[src/rtl/subclk_pkg.sv]
// Shared types, default sizes and the reset-divisor rule for subclk_gen_bank.
package subclk_pkg;

    localparam int unsigned DEF_N_CH  = 4;
    localparam int unsigned DEF_DIV_W = 8;
    localparam int unsigned DEF_CH_W  = (DEF_N_CH > 1) ? $clog2(DEF_N_CH) : 1;

    typedef logic [DEF_DIV_W-1:0] div_t;
    typedef logic [DEF_CH_W-1:0]  ch_t;

    // Channel i resets to 2^(i+1), saturating to 2^w-1 when that needs more than w bits.
    function automatic logic [31:0] default_div(input int unsigned i, input int unsigned w);
        if (i + 1 < w) return 32'(1) << (i + 1);
        return (32'(1) << w) - 32'(1);
    endfunction

endpackage

[src/rtl/subclk_channel.sv]
// One sub-clock channel: counter, active/pending divisor and registered subclk/tick.
// SUBCLK_PHASE_EN adds a per-write start phase loaded when a divisor is applied or on sync.
module subclk_channel
    import subclk_pkg::*;
#(
    parameter int unsigned      DIV_W   = DEF_DIV_W,
    parameter logic [DIV_W-1:0] RST_DIV = DIV_W'(2)
)(
    input  logic             clk,
    input  logic             rst,
    input  logic             sync,
    input  logic             wr,
    input  logic [DIV_W-1:0] wr_div,
`ifdef SUBCLK_PHASE_EN
    input  logic [DIV_W-1:0] wr_phase,
`endif
    output logic             pending,
    output logic             subclk,
    output logic             tick
);

    logic [DIV_W-1:0] cnt, div, pend_div;
    logic [DIV_W-1:0] cnt_n, div_n, start;
    logic             wrap, apply, sub_n, tick_n;
`ifdef SUBCLK_PHASE_EN
    logic [DIV_W-1:0] phase, pend_phase, phase_n;
`endif

    always_comb begin
        wrap  = (div == '0) ? 1'b0 : (cnt == div - 1'b1);
        // Disabled and /1 channels have no period to protect, so they apply at once.
        apply = pending && (sync || wrap || (div == '0) || (div == DIV_W'(1)));
        div_n = apply ? pend_div : div;
`ifdef SUBCLK_PHASE_EN
        phase_n = apply ? pend_phase : phase;
        start   = (phase_n >= div_n) ? '0 : phase_n;
`else
        start   = '0;
`endif
        if (sync || apply)
            cnt_n = start;
        else if (wrap || (div == '0))
            cnt_n = '0;
        else
            cnt_n = cnt + 1'b1;

        // Outputs derive from next-state values so they register in step with cnt.
        if (div_n == '0) begin
            sub_n  = 1'b1;
            tick_n = 1'b0;
        end else begin
            sub_n  = (cnt_n < (div_n - (div_n >> 1)));
            tick_n = (cnt_n == div_n - 1'b1);
        end
    end

    always_ff @(posedge clk) begin
        if (rst) begin
            cnt        <= '0;
            div        <= RST_DIV;
            pend_div   <= '0;
            pending    <= 1'b0;
            subclk     <= 1'b1;
            tick       <= 1'b0;
`ifdef SUBCLK_PHASE_EN
            phase      <= '0;
            pend_phase <= '0;
`endif
        end else begin
            cnt    <= cnt_n;
            div    <= div_n;
            subclk <= sub_n;
            tick   <= tick_n;
`ifdef SUBCLK_PHASE_EN
            phase  <= phase_n;
`endif
            // A write is only accepted while not pending, so it never collides with apply.
            if (wr) begin
                pending    <= 1'b1;
                pend_div   <= wr_div;
`ifdef SUBCLK_PHASE_EN
                pend_phase <= wr_phase;
`endif
            end else if (apply) begin
                pending <= 1'b0;
            end
        end
    end

endmodule

[src/rtl/subclk_gen_bank.sv]
// N-channel programmable sub-clock generator: config decode, cfg_ready mux, channel array.
// Optional feature macro: SUBCLK_PHASE_EN (adds cfg_phase start-phase input).
module subclk_gen_bank
    import subclk_pkg::*;
#(
    parameter  int unsigned N_CH  = DEF_N_CH,
    parameter  int unsigned DIV_W = DEF_DIV_W,
    localparam int unsigned CH_W  = (N_CH > 1) ? $clog2(N_CH) : 1
)(
    input  logic             clk,
    input  logic             rst,
    input  logic             sync,
    input  logic             cfg_valid,
    output logic             cfg_ready,
    input  logic [CH_W-1:0]  cfg_ch,
    input  logic [DIV_W-1:0] cfg_div,
`ifdef SUBCLK_PHASE_EN
    input  logic [DIV_W-1:0] cfg_phase,
`endif
    output logic [N_CH-1:0]  subclk,
    output logic [N_CH-1:0]  tick
);

    logic [N_CH-1:0]         pending;
    logic [N_CH-1:0]         wr;
    logic [(1<<CH_W)-1:0]    pend_ext;

    // Out-of-range channel indices read as never pending: accepted and discarded.
    for (genvar g = 0; g < (1 << CH_W); g++) begin : g_pext
        if (g < N_CH) begin : g_real
            assign pend_ext[g] = pending[g];
        end else begin : g_pad
            assign pend_ext[g] = 1'b0;
        end
    end

    assign cfg_ready = !pend_ext[cfg_ch];

    for (genvar g = 0; g < N_CH; g++) begin : g_ch
        assign wr[g] = cfg_valid && cfg_ready && (cfg_ch == CH_W'(g));

        subclk_channel #(
            .DIV_W   (DIV_W),
            .RST_DIV (DIV_W'(default_div(g, DIV_W)))
        ) u_ch (
            .clk      (clk),
            .rst      (rst),
            .sync     (sync),
            .wr       (wr[g]),
            .wr_div   (cfg_div),
`ifdef SUBCLK_PHASE_EN
            .wr_phase (cfg_phase),
`endif
            .pending  (pending[g]),
            .subclk   (subclk[g]),
            .tick     (tick[g])
        );
    end

endmodule
[config.mk]
export PLATFORM = sky130hd
export DESIGN_NAME = subclk_gen_bank
export DESIGN_NICKNAME = d
export VERILOG_FILES = /design/src/rtl/subclk_pkg.sv /design/src/rtl/subclk_channel.sv /design/src/rtl/subclk_gen_bank.sv
export SDC_FILE = /design/constraint.sdc
export NUM_CORES = 1
export LEC_CHECK = 0
export ABC_AREA = 0
export CAP_MARGIN = 15
export CORE_UTILIZATION = 23
export CTS_CLUSTER_DIAMETER = 40
export DETAILED_ROUTE_END_ITERATION = 16
export GPL_TIMING_DRIVEN = 0
export PLACE_DENSITY = 0.39
export SYNTH_ARGS = -nofsm -noshare
export SYNTH_HDL_FRONTEND = slang
export SYNTH_SLANG_ARGS = --single-unit
[constraint.sdc]
create_clock -name clk -period 4.44 [get_ports clk]
set_input_delay 0.444 -clock clk [delete_from_list [all_inputs] [get_ports clk]]
set_output_delay 0.444 -clock clk [all_outputs]
set_load 0.02 [all_outputs]
==> Word-level counts from Yosys, hierarchy flattened <==
Cells that the tools add are included.
{ "op_classes": {"add_sub_neg": 16, "magnitude_cmp": 5, "eq_ne": 15, "mux": 26, "n_reduce_logical": 47} }
{ "ops": {"columns": ["operator", "count"], "rows": [
  ["$mux 8", 12],
  ["$eq 8x8->1", 8],
  ["$logic_not 8->1", 8],
  ["$sub 8x1->8 const B", 8],
  ["$add 8x1->8 const B", 4],
  ["$eq 8x1->1 const B", 4],
  ["$lt 8x8->1", 4],
  ["$sub 8x7->8", 4],
  ["$logic_or 1x1->1", 20],
  ["$mux 1", 13],
  ["$logic_and 1x1->1", 9],
  ["$reduce_bool 2->1", 4],
  ["$reduce_or 2->1", 4],
  ["$eq 2x2->1 const B", 2],
  ["$lt 2x3->1 const B", 1],
  ["$bmux 1 s2", 1],
  ["$eq 2x1->1 const B", 1],
  ["$logic_not 2->1", 1],
  ["$logic_not 1->1", 1]
]} }
{ "totals": {"regBits": 108, "input_bits": 14} }

==> Logic depth before layout (Yosys ltp) <==
{ "depth": {"word_depth": 10, "depth_mapped": 27, "mapped_depth_nobuf": 25} }

==> Hierarchy <==
From an unflattened synthesis, not the netlist that was laid out.
{ "unflattened": {"hier_cells": 1039, "hier_area_um2": 9044.9} }
{ "by_module_without_submodules": {"columns": ["mod", "n_inst", "cells_per_inst", "area_each_um2", "seq_area_each_um2"], "rows": [
  ["subclk_channel at g_ch[0].u_ch ...", 2, 261, 2265.9, 540.5],
  ["subclk_channel at g_ch[1].u_ch", 1, 265, 2264.7, 540.5],
  ["subclk_channel at g_ch[3].u_ch", 1, 245, 2184.6, 540.5],
  ["subclk_gen_bank", 1, 7, 63.8, 0.0]
]} }

==> Worst setup path after synthesis <==
Ideal clock, no wire load.
{ "synth_path": {"path_type": "flip-flop to flip-flop", "from": "register g_ch[2].u_ch.div[0]", "to": "register g_ch[2].u_ch.subclk", "setup_time_ps": 116, "arrival_ps": 4648, "path_slack_ps": -324, "stages_incl_launch_ff": 23, "synth_period_minus_slack_ps": 4764, "cell_sequence": "dfxtp_1 -> inv_1 -> ha_1 -> xnor2_1 -> or4b_1 -> a2111oi_4 -> o21a_2 -> nor2_1 -> a21oi_1 -> inv_1 -> ha_1 -> nor2_1 -> nor2_1 -> maj3_1 -> mux2i_1 -> a21oi_1 -> nor2_1 -> o41ai_1 -> xor2_1 -> ha_1 -> and4_1 -> o211ai_1 -> a31o_2"} }
{ "synth_via": {"elab_chain_len": 10} }
{ "synth_rtl": {"columns": ["element", "line", "rtl"], "rows": [
  ["start: declaration", "subclk_channel.sv:22", "logic [DIV_W-1:0] cnt, div, pend_div;"],
  ["start signal: assignment", "subclk_channel.sv:71", "div <= div_n;"],
  ["$sub 8x1->8", "subclk_channel.sv:30", "wrap = (div == '0) ? 1'b0 : (cnt == div - 1'b1);"],
  ["$eq 8x8->1", "subclk_channel.sv:30", null],
  ["$mux 1", "subclk_channel.sv:30", null],
  ["$logic_or 1x1->1 (2 in a row)", "subclk_channel.sv:32", "apply = pending && (sync || wrap || (div == '0) || (div == DIV_W'(1)));"],
  ["$logic_or 1x1->1 *", "subclk_channel.sv:32", null],
  ["$logic_and 1x1->1 *", "subclk_channel.sv:32", null],
  ["$mux 8 *", "subclk_channel.sv:33", "div_n = apply ? pend_div : div;"],
  ["via g_ch[2].u_ch.div_n[1]", "subclk_channel.sv:23", "logic [DIV_W-1:0] cnt_n, div_n, start;"],
  ["$sub 8x7->8 or $logic_not 8->1 (tied branches)", "subclk_channel.sv:52, subclk_channel.sv:48", null],
  ["$lt 8x8->1 or $reduce_or 2->1 (tied branches)", null, null],
  ["end signal: assignment", "subclk_channel.sv:72", "subclk <= sub_n;"],
  ["end: declaration", "subclk_channel.sv:18", "output logic subclk,"]
]} }
The timed path passes the listed nets; every way through them passes the cells marked *.
A chain may end at the register's enable or synchronous reset.

==> Worst setup path after layout <==
{ "layout_path": {"from": "register g_ch[2].u_ch.div[4]", "to": "register g_ch[2].u_ch.subclk"} }
{ "layout_via": {"elab_chain_len": 10} }
{ "layout_rtl": {"columns": ["element", "line", "rtl"], "rows": [
  ["$sub 8x1->8", "subclk_channel.sv:30", null],
  ["$eq 8x8->1", "subclk_channel.sv:30", null],
  ["$mux 1", "subclk_channel.sv:30", null],
  ["$logic_or 1x1->1 (3 in a row)", "subclk_channel.sv:32", null],
  ["$logic_and 1x1->1", "subclk_channel.sv:32", null],
  ["$mux 8 or $logic_or 1x1->1 (tied branches)", "subclk_channel.sv:33, subclk_channel.sv:40", null],
  ["$sub 8x7->8 (tied with other cells)", "subclk_channel.sv:52", "sub_n = (cnt_n < (div_n - (div_n >> 1)));"],
  ["$lt 8x8->1 or $reduce_or 2->1 (tied branches)", null, null]
]} }
Parallel ways exist; a longest one is shown, timed or not.

==> results.md <==
- For this run, design rule violations remaining after detail routing come to 0.
- Clock latency on the worst-skew pair, taken at its later pin, is 0.36 ns.
- The number of hold buffers added after CTS was 0.
- The share of post-route cells with drive strength above 1 is 21.2%.
- The highest net fanout along the worst path is 5.
- The total area inside the core boundary comes to 38600 µm².
- The count of final max-slew check failures came to 0.
- After floorplanning, the core was divided into 72 placement rows.
- The final-stage net count is 1306.
- The checks that failed: negative setup slack.
- Measured against its own limit, the worst slew margin works out to 33.3%.
- In the final routed layout, each cell accounts on average for 15.7 µm.
- The pre-CTS setup slack is -1.02 ns.
- The count of buffer and inverter cells on the critical path is 2.
- The kind of critical path is register to register.
- The clock share of power is 36.7%.
- The netlist area before placement is 9010 µm².
- The leakage power is 4.53 nW.
- The die covers 40000 µm².
- Measured along the y axis, the die boundary spans 200 µm.
- For the final database, setup skew stands at 0.00783 ns.
- In the finished design, the share of the clock period the worst path needs comes to 104%.
- VDD sags by at most 127 µV.
- The most frequent standard cell in the layout excluding fill and tap cells is sky130_fd_sc_hd__nor2_1.
- The first detailed-routing pass took 4 iterations.
- The clock sink count is 108.
- The reported net switching power is 0.659 mW.
- Power spread over the standard cell area amounts to 194 nW/µm².
- Setup violations remaining at the end of the flow were counted as 2.
- The worst setup path is launched from a register.
- The longest clock path from root to sink contains 2 buffers.
- The pin count of the biggest net entering global routing is 19.
- Walking the worst path, the cells encountered are or3_4, or4b_4, a2111oi_4, buf_4, o21ai_4, buf_6, mux2i_4, ha_4, nor2_4, nor2_4, maj3_2, mux2i_4, a21oi_2, nor2_2, o41ai_2, xor2_1, ha_1, and4_1, o211ai_1, a31o_2.
- The total vias in the final route is 7606.
- The tree is rooted in a sky130_fd_sc_hd__clkbuf_16.
- The smallest clock period supported by the final layout is computed as 4.60 ns.
- A synthesized cell averages 8.30 µm².
- The worst-case hold slack is 0.476 ns.
- Of the synthesized area, sequential elements account for 24.0%.
- The kind of cell with the highest combined delay along the critical path is simple AND/OR/NAND/NOR gates.
- The number of different library cells in the post-synthesis netlist is 82.
- The number of buffers created by CTS is 9.
- The count of input and output buffers is 22.
- The worst min-delay path class is register to register.
- The net switching fraction of the power is 29.7%.
- The first global-routing pass estimated 42100 µm of wire.
- The synthesized net count is 1210.
- Among all stages on the critical path, the largest delay is contributed by sky130_fd_sc_hd__or4b_4.
- The die is 200 µm wide.
- The number of primary I/O pins is 23.
- After the first detailed-routing iteration, the DRC count stood at 285.
- The combined global-route utilization of all metal layers is 13.7%.
- Summed over all layers, the global routing overflow is 0.
- The TritonCTS clock tree is done.
- In the routed layout, each cell is associated on average with a via count of 4.46.
- Including well taps, the total number of placed cells is 1625.
- The library cells used most frequently in the layout, excluding fill and tap cells, are sky130_fd_sc_hd__nor2_1, sky130_fd_sc_hd__ha_1, sky130_fd_sc_hd__dfxtp_1, sky130_fd_sc_hd__nand2_1, sky130_fd_sc_hd__buf_4.
- For this run, the number of standard cells in the final layout without fillers is 1704.
- The post-DP HPWL is 20100 µm.
- Based on the critical path, the design can be clocked at up to 218 MHz.
- The number of flops mapped to enable cells by yosys is 0.
- Setup repair after global routing could not meet its margin everywhere.
- The final number of hold-violating endpoints was 0.
- The post-synthesis instance total is 1085.
- Of the total power, registers draw 45.3%.
- The via count of the first global-routing pass is 7498.
- The share of total power dissipated in combinational logic is 18.0%.
- In the post-route analysis, the smallest setup slack over all paths is -0.157 ns.
- The clock transition at the registers of the reported paths is 0.08 ns.
- The number of antenna violations at the first check in global routing is 1.
- At the pin with the least slew margin, the transition time is 1.00 ns.
- The routed wire length is 26800 µm.
- Across the whole layout, storage elements account for 2210 µm².
- The most used flip-flop cell after synthesis is sky130_fd_sc_hd__dfxtp_1.
- The number of max-cap violations is 0.
- At the end of routability-driven placement, the weighted congestion stood at 0.786.
- In this run, synthesis produced a sequential element count of 108.
- The filler cells instantiated in the layout total 4139.
- The number of H-tree branching levels is 3.
- The signal arrival time at the worst endpoint is 4.85 ns.
- The area of the multi-input gates is 6970 µm².
- The initial core utilization is 23.3%.
- Cell internal power was estimated by the tool at 1.56 mW.
- The largest stage delay on the critical path is 0.57 ns.
- The share of flip-flops with an asynchronous set or reset after synthesis is 0%.
- Overall power consumption after layout is estimated at 2.22 mW.
- The relative area change from synthesis to final layout is 26.8%.
- The flow ran to the end, but the final reports show violations.
- For the worst setup path, the data required time is 4.70 ns.
- In this run the remaining antenna-violating nets after routing total 0.
- The number of antenna diodes in the final layout is 0.
- The Yosys step of the flow raised 0 warnings.
- The worst setup path is captured at a register.
layout make-up:
class	instances	share of cell area [%]
Buffer	44	2.26
Clock buffer	11	2.13
Clock inverter	5	0.373
Inverter	66	2.24
Multi-Input combinational cell	861	61.0
Sequential cell	108	19.4
Tap cell	518	5.68
Timing Repair Buffer	91	6.96
through the flow:
step	cell area (µm²)	utilization (%)	setup TNS, ns
after floorplan	9030	-	-0.157
after global placement	9900	25.6	-4.45
after detailed placement	9900	25.6	-4.47
after CTS	10800	28.0	-0.786
after global routing	11400	29.5	-1.08
final	11400	29.5	-0.279
Yosys cell counts, types with 5 or more instances:
| cell type | instances | area share, % |
|---|---|---|
| sky130_fd_sc_hd__a21o_1 | 17 | 1.4 |
| sky130_fd_sc_hd__a21oi_1 | 64 | 3.6 |
| sky130_fd_sc_hd__a31oi_1 | 7 | 0.49 |
| sky130_fd_sc_hd__and3_1 | 9 | 0.63 |
| sky130_fd_sc_hd__buf_2 | 6 | 0.33 |
| sky130_fd_sc_hd__buf_4 | 10 | 0.83 |
| sky130_fd_sc_hd__clkbuf_1 | 29 | 1.2 |
| sky130_fd_sc_hd__dfxtp_1 | 108 | 24 |
| sky130_fd_sc_hd__ha_1 | 107 | 15 |
| sky130_fd_sc_hd__inv_1 | 66 | 2.8 |
| sky130_fd_sc_hd__mux2i_1 | 35 | 3.9 |
| sky130_fd_sc_hd__nand2_1 | 85 | 3.5 |
| sky130_fd_sc_hd__nand2b_1 | 13 | 0.90 |
| sky130_fd_sc_hd__nand3_1 | 31 | 1.7 |
| sky130_fd_sc_hd__nand4_1 | 6 | 0.42 |
| sky130_fd_sc_hd__nor2_1 | 128 | 5.3 |
| sky130_fd_sc_hd__nor2b_1 | 7 | 0.49 |
| sky130_fd_sc_hd__nor3_1 | 47 | 2.6 |
| sky130_fd_sc_hd__nor3b_1 | 6 | 0.50 |
| sky130_fd_sc_hd__nor4_1 | 13 | 0.90 |
| sky130_fd_sc_hd__o211ai_1 | 9 | 0.75 |
| sky130_fd_sc_hd__o21ai_0 | 28 | 1.6 |
| sky130_fd_sc_hd__o21bai_1 | 7 | 0.58 |
| sky130_fd_sc_hd__or2_2 | 5 | 0.35 |
| sky130_fd_sc_hd__or3_1 | 13 | 0.90 |
| sky130_fd_sc_hd__xnor2_1 | 66 | 6.4 |
| sky130_fd_sc_hd__xor2_1 | 57 | 5.5 |
what timing repair did:
item / CTS / global route
resized for setup: 82 / 91
endpoints found under the setup margin: 7 / 7
pin swaps: 29 / 66
setup buffers: 39 / 31
final timing paths:
path	slack, ns	start	to	cells after the start
worst min-delay path	0.48	g_ch[0].u_ch.pend_div[7]	g_ch[0].u_ch.pend_div[7]	2
worst max-delay path	-0.16	g_ch[2].u_ch.div[4]	g_ch[2].u_ch.subclk	20
worst max register to register	-0.16	g_ch[2].u_ch.div[4]	g_ch[2].u_ch.subclk	20
worst min register to register	0.48	g_ch[0].u_ch.pend_div[7]	g_ch[0].u_ch.pend_div[7]	2
power groups by stage:
stage               combinational [mW]  sequential, mW  clock (mW)
global placement                 0.360            1.03           0
finish                           0.400            1.00       0.815
floorplan                        0.253            1.02           0
CTS                              0.387            1.01       0.853
global route                     0.445            1.01       0.883
detailed placement               0.361            1.03           0
worst min-delay path, delay by kind of cell, from the launching register on:
| family | cells | cell delay [ns] |
|---|---|---|
| AO/OA/AOI/OAI | 1 | 0.05 |
| flip-flops | 1 | 0.32 |
| AND/OR/NAND/NOR | 1 | 0.06 |
state kept, by name (all words and copies together) (netlist names):
| name | cells |
|---|---|
| g_ch.u_ch.div | 32 |
| g_ch.u_ch.pending | 4 |
| g_ch.u_ch.subclk | 4 |
| g_ch.u_ch.cnt | 32 |
| g_ch.u_ch.tick | 4 |
| g_ch.u_ch.pend_div | 32 |
cells by family (layout without fill, tap and decap cells):
| group | count (synthesis) | in the layout | share of synthesized area [%] |
|---|---|---|---|
| DFF | 108 | 108 | 24.0 |
| muxes | 47 | 47 | 6.02 |
| xor gates and xnor gates | 128 | 128 | 13.1 |
| and+or+nand+nor | 390 | 390 | 21.1 |
| AOI/OAI and AO/OA | 183 | 183 | 14.1 |
| buffers and inverters | 116 | 217 | 5.67 |
| adders and majority gates | 113 | 113 | 16.0 |
layer usage:
metal | vias to the layer above | global-route usage, % | part of all wire [%] | routed length, µm
met5 | - | 0 | 0 | 0
met1 | 3586 | 18.8 | 50 | 13400
li1 | 3938 | - | - | -
met3 | 15 | 1.60 | 2.1 | 571
met2 | 67 | 22.9 | 47 | 12500
met4 | 0 | 2.86 | 1.1 | 303
No activity file was read; power rests on OpenSTA's default activity.
